## src/rtl/qam_pkg.sv

```systemverilog
// QAM serial-to-parallel mapper shared definitions.
// Latency: n/a (types, constants and a combinational helper only).
// Backpressure: n/a.
//
// Contents:
//   out_state_t    - output stage occupancy (EMPTY / ONE / TWO)
//   MAX_K          - widest supported axis (BITS_PER_SYM = 8 -> 4 bits per axis)
//   calc_level_w() - signed level width for a given BITS_PER_SYM
//   gray2bin()     - Gray -> binary on a MAX_K-bit word; zero-extended Gray
//                    codes convert to zero-extended binary, so narrower axes
//                    simply pad with zeros on the left.
package qam_pkg;

  typedef enum logic [1:0] {
    EMPTY = 2'd0,
    ONE   = 2'd1,
    TWO   = 2'd2
  } out_state_t;

  localparam int MAX_K = 4;

  function automatic int calc_level_w(input int bits_per_sym);
    return bits_per_sym / 2 + 1;
  endfunction

  function automatic logic [MAX_K-1:0] gray2bin(input logic [MAX_K-1:0] g);
    logic [MAX_K-1:0] b;
    b[MAX_K-1] = g[MAX_K-1];
    for (int i = MAX_K - 2; i >= 0; i--) begin
      b[i] = b[i+1] ^ g[i];
    end
    return b;
  endfunction

endpackage

```

## src/rtl/qam_gray_level.sv

```systemverilog
// Converts one K-bit Gray-coded axis value into a signed QAM level.
// Latency: combinational, 0 cycles.
// Backpressure: none (pure function of the input).
//
// Ports:
//   i_gray  [K-1:0]  Gray-coded axis bits
//   o_level [K:0]    two's-complement level 2*b - (2^K - 1)
module qam_gray_level
  import qam_pkg::*;
#(
  parameter  int K       = 2,
  localparam int LEVEL_W = K + 1
) (
  input  logic [K-1:0]       i_gray,
  output logic [LEVEL_W-1:0] o_level
);

  // Offset that centres the constellation: levels run -(2^K-1) .. +(2^K-1).
  localparam int OFFSET = (1 << K) - 1;

  logic [MAX_K-1:0] w_gray_ext;
  logic [MAX_K-1:0] w_bin;
  logic [MAX_K+1:0] w_twice;
  logic [MAX_K+1:0] w_offset;
  logic [MAX_K+1:0] w_level_ext;
  logic             w_unused_hi;

  always_comb begin
    w_gray_ext         = '0;
    w_gray_ext[K-1:0]  = i_gray;
  end

  assign w_bin       = gray2bin(w_gray_ext);
  assign w_twice     = {1'b0, w_bin, 1'b0};
  assign w_offset    = OFFSET[MAX_K+1:0];
  assign w_level_ext = w_twice - w_offset;

  // The result always fits in LEVEL_W bits; the upper bits are sign copies.
  assign o_level     = w_level_ext[LEVEL_W-1:0];
  assign w_unused_hi = ^w_level_ext[MAX_K+1:LEVEL_W];

endmodule

```

## src/rtl/qam_s2p_mapper.sv

```systemverilog
// Serial-to-parallel QAM mapper: assembles BITS_PER_SYM strobed bits into a
// Gray-coded symbol and emits signed I/Q levels.
// Latency: sym_valid rises the cycle after the completing strobe (empty output).
// Backpressure: valid/ready; output register plus one-deep pending buffer,
// a symbol completing while both are full is dropped and overrun is set.
//
// Ports:
//   clock, reset      clock, asynchronous active-high reset
//   adat_be_S         serial data bit, sampled when data_change=1
//   data_change       bit strobe, one bit per high cycle, never stalled
//   sym_ready         downstream accepts the current symbol
//   sym_valid         sym_i/sym_q hold a valid symbol
//   sym_i, sym_q      signed in-phase / quadrature levels
//   elojel_sin_cos    {sign(sym_i), sign(sym_q)}, 1 = negative
//   overrun           sticky, set when a completed symbol is dropped
module qam_s2p_mapper
  import qam_pkg::*;
#(
  parameter  int BITS_PER_SYM = 4,
  localparam int K            = BITS_PER_SYM / 2,
  localparam int LEVEL_W      = calc_level_w(BITS_PER_SYM)
) (
  input  logic               clock,
  input  logic               reset,
  input  logic               adat_be_S,
  input  logic               data_change,
  input  logic               sym_ready,
  output logic               sym_valid,
  output logic [LEVEL_W-1:0] sym_i,
  output logic [LEVEL_W-1:0] sym_q,
  output logic [1:0]         elojel_sin_cos,
  output logic               overrun
);

  localparam logic [2:0] LAST_CNT = 3'(BITS_PER_SYM - 1);

  // Assembly holds only the bits already received; the word being completed
  // is formed combinationally with the incoming bit as its LSB.
  logic [BITS_PER_SYM-2:0] r_shift;
  logic [2:0]              r_cnt;
  logic [BITS_PER_SYM-1:0] w_word;
  logic                    w_complete;

  logic [LEVEL_W-1:0]      w_new_i;
  logic [LEVEL_W-1:0]      w_new_q;

  out_state_t              r_state;
  logic [LEVEL_W-1:0]      r_out_i;
  logic [LEVEL_W-1:0]      r_out_q;
  logic [LEVEL_W-1:0]      r_pend_i;
  logic [LEVEL_W-1:0]      r_pend_q;
  logic                    r_overrun;
  logic                    w_xfer;

  assign w_word     = {r_shift, adat_be_S};
  assign w_complete = data_change && (r_cnt == LAST_CNT);

  // Bit assembly: runs on every strobe regardless of output occupancy.
  always_ff @(posedge clock or posedge reset) begin
    if (reset) begin
      r_shift <= '0;
      r_cnt   <= '0;
    end else if (data_change) begin
      r_shift <= w_word[BITS_PER_SYM-2:0];
      r_cnt   <= w_complete ? 3'd0 : r_cnt + 3'd1;
    end
  end

  qam_gray_level #(.K(K)) u_level_i (
    .i_gray  (w_word[BITS_PER_SYM-1:K]),
    .o_level (w_new_i)
  );

  qam_gray_level #(.K(K)) u_level_q (
    .i_gray  (w_word[K-1:0]),
    .o_level (w_new_q)
  );

  assign w_xfer = (r_state != EMPTY) && sym_ready;

  // Output stage occupancy. The pending buffer is only meaningful in TWO.
  always_ff @(posedge clock or posedge reset) begin
    if (reset) begin
      r_state   <= EMPTY;
      r_out_i   <= '0;
      r_out_q   <= '0;
      r_pend_i  <= '0;
      r_pend_q  <= '0;
      r_overrun <= 1'b0;
    end else begin
      case (r_state)
        EMPTY: begin
          if (w_complete) begin
            r_out_i <= w_new_i;
            r_out_q <= w_new_q;
            r_state <= ONE;
          end
        end
        ONE: begin
          if (w_xfer && w_complete) begin
            r_out_i <= w_new_i;
            r_out_q <= w_new_q;
          end else if (w_xfer) begin
            r_state <= EMPTY;
          end else if (w_complete) begin
            r_pend_i <= w_new_i;
            r_pend_q <= w_new_q;
            r_state  <= TWO;
          end
        end
        TWO: begin
          if (w_xfer) begin
            r_out_i <= r_pend_i;
            r_out_q <= r_pend_q;
            if (w_complete) begin
              // Pending slot frees up this cycle, so the new symbol fits.
              r_pend_i <= w_new_i;
              r_pend_q <= w_new_q;
            end else begin
              r_state <= ONE;
            end
          end else if (w_complete) begin
            r_overrun <= 1'b1;
          end
        end
        default: r_state <= EMPTY;
      endcase
    end
  end

  assign sym_valid      = (r_state != EMPTY);
  assign sym_i          = r_out_i;
  assign sym_q          = r_out_q;
  assign elojel_sin_cos = {r_out_i[LEVEL_W-1], r_out_q[LEVEL_W-1]};
  assign overrun        = r_overrun;

endmodule

```

## config.mk

```make
export PLATFORM = sky130hd
export DESIGN_NAME = qam_s2p_mapper
export DESIGN_NICKNAME = d
export VERILOG_FILES = /design/src/rtl/qam_pkg.sv /design/src/rtl/qam_gray_level.sv /design/src/rtl/qam_s2p_mapper.sv
export SDC_FILE = /design/constraint.sdc
export NUM_CORES = 1
export LEC_CHECK = 0
export ABC_AREA = 1
export BUFFER_PORTS_ARGS = -buffer_cell sky130_fd_sc_hd__buf_2
export CORE_MARGIN = 2
export CORE_UTILIZATION = 55
export DETAILED_ROUTE_END_ITERATION = 7
export PLACE_DENSITY = 0.81
export SLEW_MARGIN = 30
export SYNTH_ARGS = -nofsm -noshare
export SYNTH_HDL_FRONTEND = slang
export SYNTH_SLANG_ARGS = --single-unit
export TNS_END_PERCENT = 20
```

## constraint.sdc

```tcl
create_clock -name clock -period 3.5 [get_ports clock]
set_clock_uncertainty 0.2 [all_clocks]
set_input_delay 0.7 -clock clock [delete_from_list [all_inputs] [get_ports clock]]
set_output_delay 0.7 -clock clock [all_outputs]
set_load 0.005 [all_outputs]
```

==> results.md, run 1 <==
* Post-Syn Area at approximately 900 um^2
* Via Count at 666
* Critical Path RT at 2600 ps
* Actual slew at the worst max-slew pin at 675.3 ps
* Die ar. at 1993 um^2
* Die Ht at 44.64 um
* Yosys cell types at 19
* Io pins at 15
* Routed WL per cell at 10.13 um
* ANT cells at 0
* Post-route ant nets at 0
* Max Slew Vio Count at 0
* Final routed DRC violation total at 0
* Nets at 126
* Arrival @ worst endpoint at 1040 ps
* CTS tree: yes
* Cts bufs inserted at 3
* Static Leak at 0.5374 nW
* Startpoint types: register
* DP HPWL at 1053 um
* Synth-to-layout area growth at 9.642%
* Final Hold Fails at 0
* Worst setup EP type: output pin
* Relative slew slack at 54.93%
* Share of layout cells above drive strength 1 at 22.69%
* Syn nets at about 110
* # setup viols final at 0
* Mapped Avg Cell Area at 8.651 um^2
* Clk_lat worst skew at between 200 and 300 ps
* Setup Buffers After CTS at 0
* Initial antenna violation count at 0
* Post-route setup TNS at 0 ps
* Pre-CTS setup slack at 1680 ps
* DIE WIDTH at around 45 um
* Synth Instances at around 110
* #FFs+latches synth at 19
* Htree depth at 1
* Largest net degree at the start of global routing at 20
* Total track usage at 17.42%
* Peak VDD IR at 416.0 uV
* Fin crit share at 55.52%
* Drt first pass iters at 4
* Post-place instance area at 968.4 um^2
* Critical Path Fanout Max at 6
* RSZ-0062 raised after global routing: false
* Final GP Congestion at 0.7820
* Final worst slack at 1557 ps
* Vias in the first global route at 598
* Vias/cell at between 4 and 5
* Synth warn at 0
* Clock-pin slew on the worst setup and hold paths at around 100 ps
* Max-cap violation count at 0
* Worst hold slack at 281.8 ps
* HP Class: register to register
* Max Freq at 514.7 MHz
* Grt ovf at 0
* First-pass GRT wire length at ~2500 um
* Final Critical Period at between 1500 and 2000 ps
* Clk buf depth at 2
* Root Buffer: clkbuf_4
* Core Area at approximately 1500 um^2
* Initial Utilization at 59.61%
* Final wirelength at 1367 um
* Cell area after layout at approximately 1000 um^2
* # rows at 14
* CTS resizes at 0
* Port Buffers at 14
* Outcome: finished, final reports clean
* Clk sink count at 19
* Hold buffer count at cts at 0
* Initial drt markers at 5
* Pwr/cell area at 743.0 nW/um^2
* Crit Path Class: register to output pin
* Seq/Total Area, Yosys at between 50% and 60%
-- worst paths after layout --
path	start	endpoint	slack [ps]	cells after the start
worst max-delay path	r_state[1]	sym_valid	1560	3
worst max register to register	r_cnt[0]	sym_i[1]	2030	9
worst min-delay path	overrun	overrun	280	1
min in group asynchronous	reset	r_cnt[2]	290	2
worst min register to register	overrun	overrun	280	1
max in group asynchronous	reset	sym_q[1]	2380	2
-- cells in the mapped netlist --
cell,n,share of area [%]
a21oi_1,4,2.2
or2_1,1,0.69
mux2_2,1,1.2
nand2_2,3,2.1
ha_1,1,1.4
inv_1,10,4.1
xnor2_1,3,2.9
nor2_4,1,1.2
o21bai_1,1,0.83
inv_2,2,0.83
nand2_1,28,12
nand3_1,7,3.9
nor2_1,6,2.5
dfrtp_1,19,52
nand2_4,1,1.2
nand3_2,1,1.1
o21ai_1,4,2.2
o21ai_0,8,4.4
buf_4,4,3.3
-- layout make-up --
cell class	count	area [um^2]
Inverter	12	45.04
Tap cell	16	20.02
Clock buffer	3	22.52
Sequential cell	19	475.5
Fill cell	136	528.0
Multi-Input combinational cell	70	357.8
Clock inverter	1	5.005
Timing Repair Buffer	14	70.07
-- power by group --
part / internal, mW / leakage, nW / switching, mW / total [mW]
combinational: 0.126 / 0.285 / 0.159 / 0.285
sequential: 0.296 / 0.234 / 0.0539 / 0.350
clock: 0.0425 / 0.0177 / 0.0625 / 0.105
-- critical path, cell delays in order (launching register included) --
cell and delay [ps]:
dfrtp_1 460, nor2_1 120, inv_1 50, buf_2 120
-- cells in the final DEF, fill, tap and decap left out, drive strengths merged --
master / count
nand2: 32
or2: 1
clkinv: 1
clkbuf: 3
o21ai: 12
o21bai: 1
mux2: 1
a21oi: 4
nand3: 8
buf: 14
nor2: 7
inv: 12
xnor2: 3
dfrtp: 19
ha: 1
-- layer usage --
layer  global-route usage, %  share of wire [%]  vias to the layer above
met3                   4.898                4.1                        2
met5                       0                  0                        -
met2                   24.93                 46                       11
met1                   24.00                 49                      295
li1                        -                  -                      358
met4                   9.091               0.66                        0
-- state kept, by name, indices dropped and copies added (netlist names) --
signal / count
r_state: 2
r_pend_q: 3
r_pend_i: 2
r_cnt: 3
overrun: 1
sym_i: 2
sym_q: 3
r_shift: 3
-- cells by family (layout without fill, tap and decap cells) --
group                      Yosys count  in the layout  share of synthesized area [%]
and+or+nand+nor                     48             48                          24.24
AOI/OAI and AO/OA                   17             17                          9.643
xor gates and xnor gates             3              3                          2.893
muxes                                1              1                          1.240
buffers and inverters               16             30                          8.265
DFF                                 19             19                          52.34
adders and majority gates            1              1                          1.377
-- metrics by stage --
| stage | utilization [%] | instances | total power [mW] |
|---|---|---|---|
| after CTS | 65.35 | 135 | 0.7514 |
| after global placement | 63.55 | 131 | 0.6318 |
| after floorplan | - | 105 | 0.5740 |
| after detailed placement | 63.55 | 131 | 0.6433 |
| final | 65.35 | 135 | 0.7400 |
| after global routing | 65.35 | 135 | 0.8210 |
Power figures use the tool's default switching activity.
==> inputs of run 2 (changes only) <==
Settings changed: CORE_UTILIZATION 55 to 48, PLACE_DENSITY 0.81 to 0.75.
Clock period 3.5 ns to 1.58 ns, I/O delays scaled along.
==> results.md, run 2 (synthesis gave the netlist of run 1 again) <==
* Share of layout cells above drive strength 1 at between 20 and 30%
* Clock-pin slew on the worst setup and hold paths at approximately 100 ps
* Clk sink count at 19
* Htree depth at 1
* FF-to-FF End: sym_i[1]
* Drt first pass iters at 4
* Io pins at 15
* Die Ht at 47.50 um
* Peak VDD IR at 781.8 uV
* Cts bufs inserted at 3
* Initial Utilization at between 50% and 60%
* First-pass GRT wire length at about 2500 um
* Max Freq at 658.4 MHz
* CTS tree: yes
* Hold Crit Endpoint: r_shift[0]
* Core Area at 1745 um^2
* Static Leak at 0.5662 nW
* Fin cells at 151
* Largest net degree at the start of global routing at 20
* Hold_sp: adat_be_S
* Final wirelength at 1470 um
* Via Count at 701
* Final Critical Period at 1519 ps
* Final Hold Fails at 0
* Die ar. at 2256 um^2
* Fillers at 151
* Worst hold path depth at 3
* DP HPWL at 1116 um
* Worst hold slack at 61.31 ps
* Critical Path Fanout Max at 4
* DIE WIDTH at 47.50 um
* Worst r2r src: r_cnt[0]
* Port Buffers at 14
* Reg2Reg Setup Slack at 110 ps
* Relative slew slack at 84.68%
* Commonest non-fill, non-tap cells in the layout: 28 x nand2_1, 17 x dfrtp_1, 13 x buf_2, 9 x inv_1, 8 x o21ai_0
* ANT cells at 0
* Routed WL per cell at 9.735 um
* Dpl cells at 142
* HP Class: input port to register
* Final routed DRC violation total at 0
* Commonest non-fill, non-tap cell in the layout: nand2_1
* Worst-case reg-to-reg path depth at 9
* Root Buffer: clkbuf_4
* Fin crit share at 96.13%
* Critical Path RT at roughly 1100 ps
* Total track usage at 16.50%
* Outcome: finished, final reports clean
* Pwr/cell area at around 1700 nW/um^2
* Grt ovf at 0
* Post-route ant nets at 0
* Startpoint types: register
* Actual slew at the worst max-slew pin at 229.8 ps
* # rows at 15
* Critical path startpoint: r_state[0]
* Synth-to-layout area growth at 18.04%
* Post-route setup TNS at 0 ps
* Nets at roughly 130
* Worst setup EP type: output pin
* Vias in the first global route at 605
* Clk buf depth at 2
* Clk_lat worst skew at 290 ps
* Initial antenna violation count at 0
* Max Slew Vio Count at 0
* Initial drt markers at 18
* Crit Path Class: register to output pin
* Final GP Congestion at between 0.7 and 0.8
* Max-cap violation count at 0
* RSZ-0062 raised after global routing: true
* Arrival @ worst endpoint at 1000 ps
* # setup viols final at 0
* Vias/cell at 4.642
* Overall power at 1.770 mW
==> run 2: cell types whose count changed in the layout (fill, tap and decap cells not counted), sizes merged <==
cell / change
clkinv: -1
dlygate4sd3: +1
buf: +6
clkbuf: +1
==> run 2: per-layer routing <==
metal	global-route usage (%)	routed length [um]	up-vias
met5	0	0	-
met4	10.00	12	0
met3	4.528	48	2
met2	25.68	677	12
met1	20.33	731	317
li1	-	-	370
==> run 2: repair_timing <==
action / 4_1_cts / 5_1_grt
setup endpoints to repair: 0 / 3
buffers inserted: 0 / 4
hold buffers: 1 / 0
gates resized for setup: 0 / 5
hold endpoints to repair: 19 / 0
==> run 2: worst max path at each step <==
stage | slack [ps] | end | cells past startpoint
2_1_floorplan | 190 | sym_i[1] | 9
3_3_place_gp | 160 | sym_q[1] | 9
3_5_place_dp | 110 | sym_i[1] | 9
4_1_cts | 10 | sym_valid | 3
5_1_grt | -10 | sym_valid | 3
6_report | 60 | sym_valid | 3
==> run 2: through the flow <==
step,area [um^2],utilization [%],setup slack [ps]
final,1072,61.43,61.08
after floorplan,908.4,-,192.4
after global routing,1072,61.43,-11.69
after detailed placement,994.7,56.99,113.7
after global placement,994.7,56.99,161.1
after CTS,1031,59.07,14.70
==> run 2: worst max-delay path: stages (launching register included) <==
cell     delay (ps)
dfrtp_2         450
nor2_2          120
inv_2            50
buf_6           100
==> run 2: power by group <==
group,internal (mW),leakage (nW),total [mW],switching (mW)
combinational,0.369,0.320,0.762,0.393
clock,0.0980,0.0150,0.232,0.134
sequential,0.660,0.232,0.776,0.116
==> run 2: layout make-up <==
| cell class | count | area (um^2) | share of cell area (%) |
|---|---|---|---|
| inverters | 12 | 45.04 | 4.201 |
| repair buffers | 21 | 131.4 | 12.25 |
| well taps | 25 | 31.28 | 2.917 |
| flip-flops and latches | 19 | 478.0 | 44.57 |
| clock buffers | 4 | 26.28 | 2.450 |
| multi-input cells | 70 | 360.3 | 33.61 |
